$ cat config.mk
export PLATFORM = sky130hd
export DESIGN_NAME = buttfly_0_err_monitor
export DESIGN_NICKNAME = d
export VERILOG_FILES = /design/src/rtl/buttfly_qor_pkg.sv /design/src/rtl/buttfly_err_metric.sv /design/src/rtl/buttfly_0_err_monitor.sv
export SDC_FILE = /design/constraint.sdc
export NUM_CORES = 1
export LEC_CHECK = 0
export BUFFER_PORTS_ARGS = -buffer_cell sky130_fd_sc_hd__clkbuf_2
export CORE_MARGIN = 8
export CORE_UTILIZATION = 55
export CTS_CLUSTER_SIZE = 28
export DETAILED_ROUTE_END_ITERATION = 10
export PLACE_DENSITY = 0.76
export SYNTH_ARGS = -nofsm -noshare
export SYNTH_HDL_FRONTEND = slang
export SYNTH_HIERARCHICAL = 1
export SYNTH_SLANG_ARGS = --single-unit
$ cat constraint.sdc
create_clock -name clk -period 8.79 [get_ports clk]
set_input_delay 0.879 -clock clk [delete_from_list [all_inputs] [get_ports clk]]
set_output_delay 0.879 -clock clk [all_outputs]
set_load 0.005 [all_outputs]
$ cat src/rtl/buttfly_qor_pkg.sv
// Shared definitions for the buttfly quality-of-result monitors.
//   err_mon_state_t : monitor FSM state encoding
//   flip_cnt_w()    : width of a bit-flip accumulator for a given word width/window
//   err_rec_t       : one result record for the 8-bit buttfly_0 partition over a
//                     1024-sample window, for consumers that handle whole records
package buttfly_qor_pkg;

  typedef enum logic [1:0] {
    ST_IDLE  = 2'd0,
    ST_RUN   = 2'd1,
    ST_DRAIN = 2'd2,
    ST_DONE  = 2'd3
  } err_mon_state_t;

  // A word of w bits flips at most w bits, so the per-sample popcount needs
  // $clog2(w+1) bits. A window of 2**win_log2 samples adds win_log2 more bits.
  function automatic int flip_cnt_w(input int w, input int win_log2);
    return $clog2(w + 1) + win_log2;
  endfunction

  localparam int QOR_W        = 8;
  localparam int QOR_WIN_LOG2 = 10;

  typedef struct packed {
    logic [QOR_WIN_LOG2:0]                       err_cnt;
    logic [flip_cnt_w(QOR_W, QOR_WIN_LOG2)-1:0]  flip_cnt;
    logic [QOR_W+QOR_WIN_LOG2-1:0]               sum_abs;
    logic [QOR_W-1:0]                            max_abs;
  } err_rec_t;

endpackage

$ cat src/rtl/buttfly_err_metric.sv
// Combinational per-sample error metrics for one approximate/exact word pair.
//   a, e      : approximate and exact words (unsigned, W bits)
//   mismatch  : 1 when any bit differs
//   pop       : number of differing bits
//   absd      : |a - e|
module buttfly_err_metric #(
  parameter int W = 8
) (
  input  logic [W-1:0]           a,
  input  logic [W-1:0]           e,
  output logic                   mismatch,
  output logic [$clog2(W+1)-1:0] pop,
  output logic [W-1:0]           absd
);

  localparam int PW = $clog2(W + 1);

  // Both operands are unsigned, so a W+1-bit signed difference always holds
  // the exact result and its magnitude always fits back into W bits.
  function automatic logic [W-1:0] abs_diff(input logic signed [W:0] d);
    logic signed [W:0] m;
    m = (d < 0) ? -d : d;
    return m[W-1:0];
  endfunction

  logic [W-1:0]      x;
  logic signed [W:0] diff;

  always_comb begin
    x        = a ^ e;
    mismatch = |x;
    pop      = '0;
    for (int i = 0; i < W; i++) begin
      pop = pop + PW'(x[i]);
    end
    diff = $signed({1'b0, a}) - $signed({1'b0, e});
    absd = abs_diff(diff);
  end

endmodule

$ cat src/rtl/buttfly_0_err_monitor.sv
// Error-statistics monitor for the approximate buttfly_0 partition.
// Compares each approximate word with its exact reference over a window of
// 2**WIN_LOG2 accepted samples and returns one result record per window.
//   clk, rst          : clock, synchronous active-high reset
//   start, abort      : open a window (IDLE only) / drop back to IDLE at any time
//   in_valid/in_ready : sample pair handshake for approx_w, exact_w
//   busy              : window collection or pipeline drain in progress
//   res_valid/ready   : result record handshake
//   res_err_cnt       : samples with approx_w != exact_w
//   res_flip_cnt      : total differing bits
//   res_sum_abs       : sum of |approx_w - exact_w|
//   res_max_abs       : largest |approx_w - exact_w|
module buttfly_0_err_monitor
  import buttfly_qor_pkg::*;
#(
  parameter int W        = 8,
  parameter int WIN_LOG2 = 10
) (
  input  logic                                clk,
  input  logic                                rst,
  input  logic                                start,
  input  logic                                abort,
  input  logic                                in_valid,
  output logic                                in_ready,
  input  logic [W-1:0]                        approx_w,
  input  logic [W-1:0]                        exact_w,
  output logic                                busy,
  output logic                                res_valid,
  input  logic                                res_ready,
  output logic [WIN_LOG2:0]                   res_err_cnt,
  output logic [flip_cnt_w(W, WIN_LOG2)-1:0]  res_flip_cnt,
  output logic [W+WIN_LOG2-1:0]               res_sum_abs,
  output logic [W-1:0]                        res_max_abs
);

  localparam int PW = $clog2(W + 1);
  localparam int EW = WIN_LOG2 + 1;
  localparam int FW = flip_cnt_w(W, WIN_LOG2);
  localparam int SW = W + WIN_LOG2;
  localparam logic [WIN_LOG2:0] WIN_N    = {1'b1, {WIN_LOG2{1'b0}}};
  localparam logic [WIN_LOG2:0] WIN_LAST = {1'b0, {WIN_LOG2{1'b1}}};

  err_mon_state_t state, state_nxt;
  logic [WIN_LOG2:0] cnt;
  logic              accept;
  logic              open_win;
  logic              vld_p1, vld_p2;

  logic              mis_p0;
  logic [PW-1:0]     pop_p0;
  logic [W-1:0]      absd_p0;
  logic              mis_p1, mis_p2;
  logic [PW-1:0]     pop_p1, pop_p2;
  logic [W-1:0]      absd_p1, absd_p2;

  logic [EW-1:0]     acc_err;
  logic [FW-1:0]     acc_flip;
  logic [SW-1:0]     acc_sum;
  logic [W-1:0]      acc_max;

  assign in_ready  = (state == ST_RUN) && (cnt < WIN_N);
  assign accept    = in_valid && in_ready;
  assign open_win  = (state == ST_IDLE) && start && !abort;
  assign busy      = (state == ST_RUN) || (state == ST_DRAIN);
  assign res_valid = (state == ST_DONE);

  always_comb begin
    state_nxt = state;
    unique case (state)
      ST_IDLE:  if (start) state_nxt = ST_RUN;
      ST_RUN:   if (accept && cnt == WIN_LAST) state_nxt = ST_DRAIN;
      ST_DRAIN: if (!vld_p1 && !vld_p2) state_nxt = ST_DONE;
      ST_DONE:  if (res_ready) state_nxt = ST_IDLE;
      default:  state_nxt = ST_IDLE;
    endcase
    if (abort) state_nxt = ST_IDLE;
  end

  always_ff @(posedge clk) begin
    if (rst) begin
      state  <= ST_IDLE;
      cnt    <= '0;
      vld_p1 <= 1'b0;
      vld_p2 <= 1'b0;
    end else begin
      state <= state_nxt;
      if (abort) begin
        vld_p1 <= 1'b0;
        vld_p2 <= 1'b0;
      end else if (open_win) begin
        cnt    <= '0;
        vld_p1 <= 1'b0;
        vld_p2 <= 1'b0;
      end else begin
        vld_p1 <= accept;
        vld_p2 <= vld_p1;
        if (accept) cnt <= cnt + 1'b1;
      end
    end
  end

  // ---- stage p0 -> p1: per-sample metrics of the accepted pair ----
  buttfly_err_metric #(.W(W)) u_metric (
    .a        (approx_w),
    .e        (exact_w),
    .mismatch (mis_p0),
    .pop      (pop_p0),
    .absd     (absd_p0)
  );

  always_ff @(posedge clk) begin
    if (accept) begin
      mis_p1  <= mis_p0;
      pop_p1  <= pop_p0;
      absd_p1 <= absd_p0;
    end
  end

  // ---- stage p1 -> p2: metrics handed to the accumulator stage ----
  always_ff @(posedge clk) begin
    mis_p2  <= mis_p1;
    pop_p2  <= pop_p1;
    absd_p2 <= absd_p1;
  end

  // ---- stage p2 -> accumulators ----
  always_ff @(posedge clk) begin
    if (rst || open_win) begin
      acc_err  <= '0;
      acc_flip <= '0;
      acc_sum  <= '0;
      acc_max  <= '0;
    end else if (vld_p2 && !abort) begin
      acc_err  <= acc_err + EW'(mis_p2);
      acc_flip <= acc_flip + FW'(pop_p2);
      acc_sum  <= acc_sum + SW'(absd_p2);
      acc_max  <= (absd_p2 > acc_max) ? absd_p2 : acc_max;
    end
  end

  // ---- accumulators -> result record, loaded once the pipeline is empty ----
  always_ff @(posedge clk) begin
    if (rst) begin
      res_err_cnt  <= '0;
      res_flip_cnt <= '0;
      res_sum_abs  <= '0;
      res_max_abs  <= '0;
    end else if (state == ST_DRAIN && state_nxt == ST_DONE) begin
      res_err_cnt  <= acc_err;
      res_flip_cnt <= acc_flip;
      res_sum_abs  <= acc_sum;
      res_max_abs  <= acc_max;
    end
  end

endmodule
## Word-level counts from Yosys, hierarchy flattened

Index checks and enable logic that the tools add are counted.

- Output and inout bits: 54
- Bits in registers: 143
- Logic and storage cells: 69

- Add/sub/neg operators: 13
- Magnitude comparators: 3
- Mux-type cells: 9
- Reductions and logical operators: 19
- Bitwise logic cells: 2
- Equality and inequality tests: 5

Operator list:

| kind | count |
|---|---|
| adder 4 x 1 -> 4 bit | 6 |
| 2-to-1 mux 11 bit | 2 |
| adder 18 x 8 -> 18 bit | 1 |
| adder 14 x 4 -> 14 bit | 1 |
| adder 11 x 1 -> 11 bit | 1 |
| adder 11 x 1 -> 11 bit (second input constant) | 1 |
| == test 11 x 10 -> 1 bit (second input constant) | 1 |
| less-than comparator 11 bit (second input constant) | 1 |
| 2-to-1 mux 2 bit | 5 |
| less-than comparator 9 x 1 -> 1 bit (second input constant) | 1 |
| subtractor 8 x 8 -> 9 bit | 1 |
| > comparator 8 bit | 1 |
| logical AND 1 bit | 8 |
| 2-to-1 mux 8 bit | 1 |
| negator 8 bit | 1 |
| case mux 2 bit (4 select lines) | 1 |
| OR reduction 8 bit | 1 |
| bitwise XOR 8 bit | 1 |
| == test 2 bit (second input constant) | 3 |
| AND reduction 2 bit | 2 |
| zero test 1 bit | 3 |
| OR reduction 3 bit | 1 |
| adder 1 x 1 -> 2 bit | 1 |
| == test 2 x 1 -> 1 bit (second input constant) | 1 |
| other kinds (4) | 5 |

## Depth between registers and ports, before layout

- Word-level depth: 9
- Mapped depth: 10
- Mapped depth without buffers: 10

## Hierarchy

The synthesis kept the hierarchy.

By module, submodules not included:

| module | area an instance (sq um) | cells each | instances | sequential area each (sq um) |
|---|---|---|---|---|
| buttfly_0_err_monitor | 6030.8 | 617 | 1 | 2992.9 |
| buttfly_err_metric | 723.2 | 96 | 1 | 0.0 |

## Worst setup path before layout

No wires, ideal clock.

- Kind: input to register
- From: in approx_w[0]
- To: reg pop_p1[1] (data pin)
- Path slack: 5.036 ns
- Library setup time: 0.250 ns
- Cell stages on the path: 10
- Data arrival time: 3.504 ns
- Required time: 8.540 ns
- Cells stage by stage: inv_1 -> ha_1 -> fa_1 -> fa_1 -> fa_1 -> inv_1 -> ha_1 -> inv_1 -> fa_1 -> inv_1

- Word-level cells in the longest chain between the ends: 8

RTL lines:

| element | line | RTL |
|---|---|---|
| start, declared | buttfly_0_err_monitor.sv:25 | `input logic [W-1:0] approx_w,` |
| bitwise XOR 8 bit | buttfly_err_metric.sv:30 | `x = a ^ e;` |
| adder 1 x 1 -> 2 bit | buttfly_err_metric.sv:34 | `pop = pop + PW'(x[i]);` |
| adder 4 x 1 -> 4 bit (6 in series) | buttfly_err_metric.sv:34 |  |
| named net pop_p0[1] | buttfly_0_err_monitor.sv:50 | `logic [PW-1:0] pop_p0;` |
| end signal, assigned | buttfly_0_err_monitor.sv:114 | `pop_p1 <= pop_p0;` |
| end, declared | buttfly_0_err_monitor.sv:53 | `logic [PW-1:0] pop_p1, pop_p2;` |

The timed path passes the listed nets, and every way through them passes these cells.
A chain may end at the register's enable or synchronous reset.

## Worst setup path after layout

Same ends and word-level chain as after synthesis.

==> metrics <==
mean instance size in the synthesized netlist 9.473 µm²; final worst clock skew 0.005380 ns; core area 0.01201 mm²; number of setup buffers added after CTS 0; routed length per placed instance 15.75 µm; status completed; share of the synthesized area in the top cell type 38.53%; most common cell after layout, fill and taps aside sky130_fd_sc_hd__dfxtp_1; Max-slew headroom 25.25%; Fin. Hold Viols 0; Routed Antenna Nets 0; effective utilization at floorplan 56.23%; share of cells above drive strength 1 16.06%; reg2reg path depth 8; final critical delay including setup and external delays 3.587 ns; startpoint of the lowest-slack register-to-register path state[0]; worst setup path category in2reg; maximum count of clock buffers along a single path 2; part of the total power dissipated in combinational logic 8.6%; startpoint of the worst hold path absd_p1[5]; number of flops mapped to enable cells by yosys 13; element type at the critical path start input port; Final Wtd Congestion 0.8525; met1 capacity usage during global routing 23.22%; maximum number of pins on one net before global-route repair 63; antenna diode instance count 0; power density over the cells 197.8 mW/mm²; register bit total from synthesis 143; number of global-route vias before repair 5,411; maximum clock frequency 278.8 MHz; antenna violations before repair 0; layout net count 853; Netlist Area Pre-Place 0.006754 mm²; H-tree depth reported by CTS 4; Critical Path Slowest Stage Cell sky130_fd_sc_hd__fa_1; max-slew violation total from the final report 0; sum of overflow across all layers after global routing 0; fillcell total 985; Multi-input gate area 0.003486 mm²; Final Total Pwr 1.552 mW; number of distinct standard cells referenced by the synthesized netlist 63; register area share after synthesis 44.31%; top cell type by total area after synthesis sky130_fd_sc_hd__dfxtp_1; top-level I/O count 76; Finish-stage setup viols 0; wire length of the first global-routing pass 25,300 µm; clock network fraction of design power 47.8%; Worst IR Drop VDD 0.1406 mV; WHS Endpoint absd_p2[5]; worst flop-to-flop path endpoint res_err_cnt[5]; maximum cell stage delay along the critical path 0.56 ns; clock network latency to the later pin of the worst-skew pair 0.42 ns; category of the worst setup path capture point flop; via count 5,342; number of buffers created by CTS 17; async set or reset register ratio after synthesis 0%; count of yosys warnings during synthesis 6; critical path, cell by cell clkbuf_2, inv_1, ha_1, fa_1, fa_1, fa_1, inv_1, ha_1, inv_1, fa_1, inv_1; vias per cell 5.659; Worst-Margin Slew 1.121 ns; arrival time at the worst endpoint 3.76 ns; number of nets in the synthesized netlist 782; die width 126.8 µm; leakage power total 3.120 nW; fraction of power consumed by sequential logic 43.6%; gate count of the mapped netlist 713; final WL 14,860 µm; HPWL after detailed placement 10,330 µm; Max-cap violations 0; Initial DRC Count 316; internal power 1.195 mW; FF/Latch Area 0.002993 mm²; CTS Root Buffer Type sky130_fd_sc_hd__clkbuf_16; commonest register cell after synthesis sky130_fd_sc_hd__dfxtp_1; Global Route met3 Usage 4.315%; Die Height 126.8 µm; buffers added on ports 75; met2 GRT Util 31.70%; biggest fanout along the worst timing path 5; total die area 0.01608 mm²; NetSw 0.3566 mW; clock tree from TritonCTS done; clock transition at the register clock pins on the worst setup and hold paths after CTS 0.06 ns; TritonRoute pass-1 iters 6; most used routing layer in global routing met2; standard-cell rows 40; Residual DRC 0; HP Class reg2reg; Total GRT Usage 19.07%; hold buffer count at CTS 0; R2R Setup Slk 6.32 ns; # clock sinks 143; switching power as a share of total power 22.98%; count of cells along the worst hold path 0; highest-count cells in the layout ignoring fill and taps 130 x sky130_fd_sc_hd__dfxtp_1, 92 x sky130_fd_sc_hd__nor2_1, 75 x sky130_fd_sc_hd__clkbuf_2; dominant cells by area after synthesis sky130_fd_sc_hd__dfxtp_1 39%, sky130_fd_sc_hd__mux2i_1 7.9%, sky130_fd_sc_hd__ha_1 7.4%; number of cells upsized or downsized after cts 0; layout overhead on the synthesized area 16.14%; setup repair after global routing missed its margin false; post-route fraction of the period consumed by the critical path 40.81%; Setup Total Neg Slack 0 ns; required time reported for the critical path endpoint 8.97 ns
-- cell families (layout without fill, tap and decap cells) --
kind of cell	after synthesis	count (layout)	synth area share, %
adder cells (fa/ha/maj)	47	47	9.485
multiplexers	54	54	8.021
AND/OR/NAND/NOR	232	232	16.62
flip-flops	143	143	44.31
XOR/XNOR	34	34	4.409
AO/OA/AOI/OAI	136	136	12.84
buffers and inverters	67	151	4.316
-- synthesized netlist by cell type (8+ instances only) --
cell	count
sky130_fd_sc_hd__xor2_1	17
sky130_fd_sc_hd__nor2_1	92
sky130_fd_sc_hd__or3_1	14
sky130_fd_sc_hd__a21oi_1	50
sky130_fd_sc_hd__o21ai_0	14
sky130_fd_sc_hd__buf_2	8
sky130_fd_sc_hd__inv_1	38
sky130_fd_sc_hd__edfxtp_1	13
sky130_fd_sc_hd__ha_1	40
sky130_fd_sc_hd__o21ai_1	23
sky130_fd_sc_hd__nand3_1	19
sky130_fd_sc_hd__clkbuf_1	12
sky130_fd_sc_hd__dfxtp_1	130
sky130_fd_sc_hd__nand4_1	15
sky130_fd_sc_hd__a21o_1	10
sky130_fd_sc_hd__nand2_1	47
sky130_fd_sc_hd__xnor2_1	17
sky130_fd_sc_hd__mux2i_1	53
-- worst max-delay path by stage --
stage	to	cells after the start	slack [ns]	from
2_1_floorplan	pop_p1[1]	10	5.04	approx_w[0]
3_5_place_dp	pop_p1[2]	11	4.79	approx_w[0]
3_3_place_gp	pop_p1[2]	11	4.87	approx_w[0]
5_1_grt	pop_p1[2]	11	5.07	approx_w[0]
6_report	pop_p1[1]	11	5.20	approx_w[0]
4_1_cts	pop_p1[2]	11	5.20	approx_w[0]
-- per-stage QoR --
| step | cell area [µm²] | worst slack (ns) | instances | utilization, % | hold slack [ns] |
|---|---|---|---|---|---|
| 6_report | 7844 | 5.203 | 944 | 65.30 | 0.3364 |
| 5_1_grt | 7844 | 5.075 | 944 | 65.30 | 0.3486 |
| 4_1_cts | 7844 | 5.204 | 944 | 65.30 | 0.3370 |
| 3_5_place_dp | 7218 | 4.788 | 912 | 60.09 | 0.3286 |
| 3_3_place_gp | 7218 | 4.870 | 912 | 60.09 | 0.3276 |
| 2_1_floorplan | 6754 | 5.036 | 713 | - | 0.3233 |
-- final cells by class --
type	count	share of cell area [%]
well taps	147	2.345
clock inverters	13	2.058
repair buffers	79	5.168
multi-input cells	503	44.44
inverters	40	1.914
flip-flops and latches	143	38.16
clock buffers	19	5.918
-- registers in the layout (all words and copies together), names as in the netlist --
| register | count |
|---|---|
| res_flip_cnt | 14 |
| res_sum_abs | 18 |
| res_err_cnt | 11 |
| mis_p1 | 1 |
| vld_p1 | 1 |
| mis_p2 | 1 |
| acc_flip | 14 |
| pop_p1 | 4 |
| res_max_abs | 8 |
| cnt | 11 |
| acc_max | 8 |
| vld_p2 | 1 |
| state | 2 |
| absd_p2 | 8 |
| acc_sum | 18 |
| absd_p1 | 8 |
| acc_err | 11 |
| pop_p2 | 4 |
-- worst max-delay path: cells and delay by family --
family	cells	cell delay, ns
adders and majority gates	6	2.60
buffers and inverters	5	0.29
-- power groups by stage --
stage	sequential, mW	combinational [mW]	clock [mW]
final	0.676	0.134	0.742
after floorplan	0.688	0.101	0
after detailed placement	0.690	0.131	0
after global routing	0.676	0.151	0.780
after CTS	0.676	0.134	0.752
after global placement	0.689	0.122	0
-- routing by layer --
metal,share of wire (%),up-vias
li1,-,2649
met1,45,2497
met4,2.3,0
met3,5.8,33
met2,47,163
met5,0,-
No activity file was read; power rests on OpenSTA's default activity.
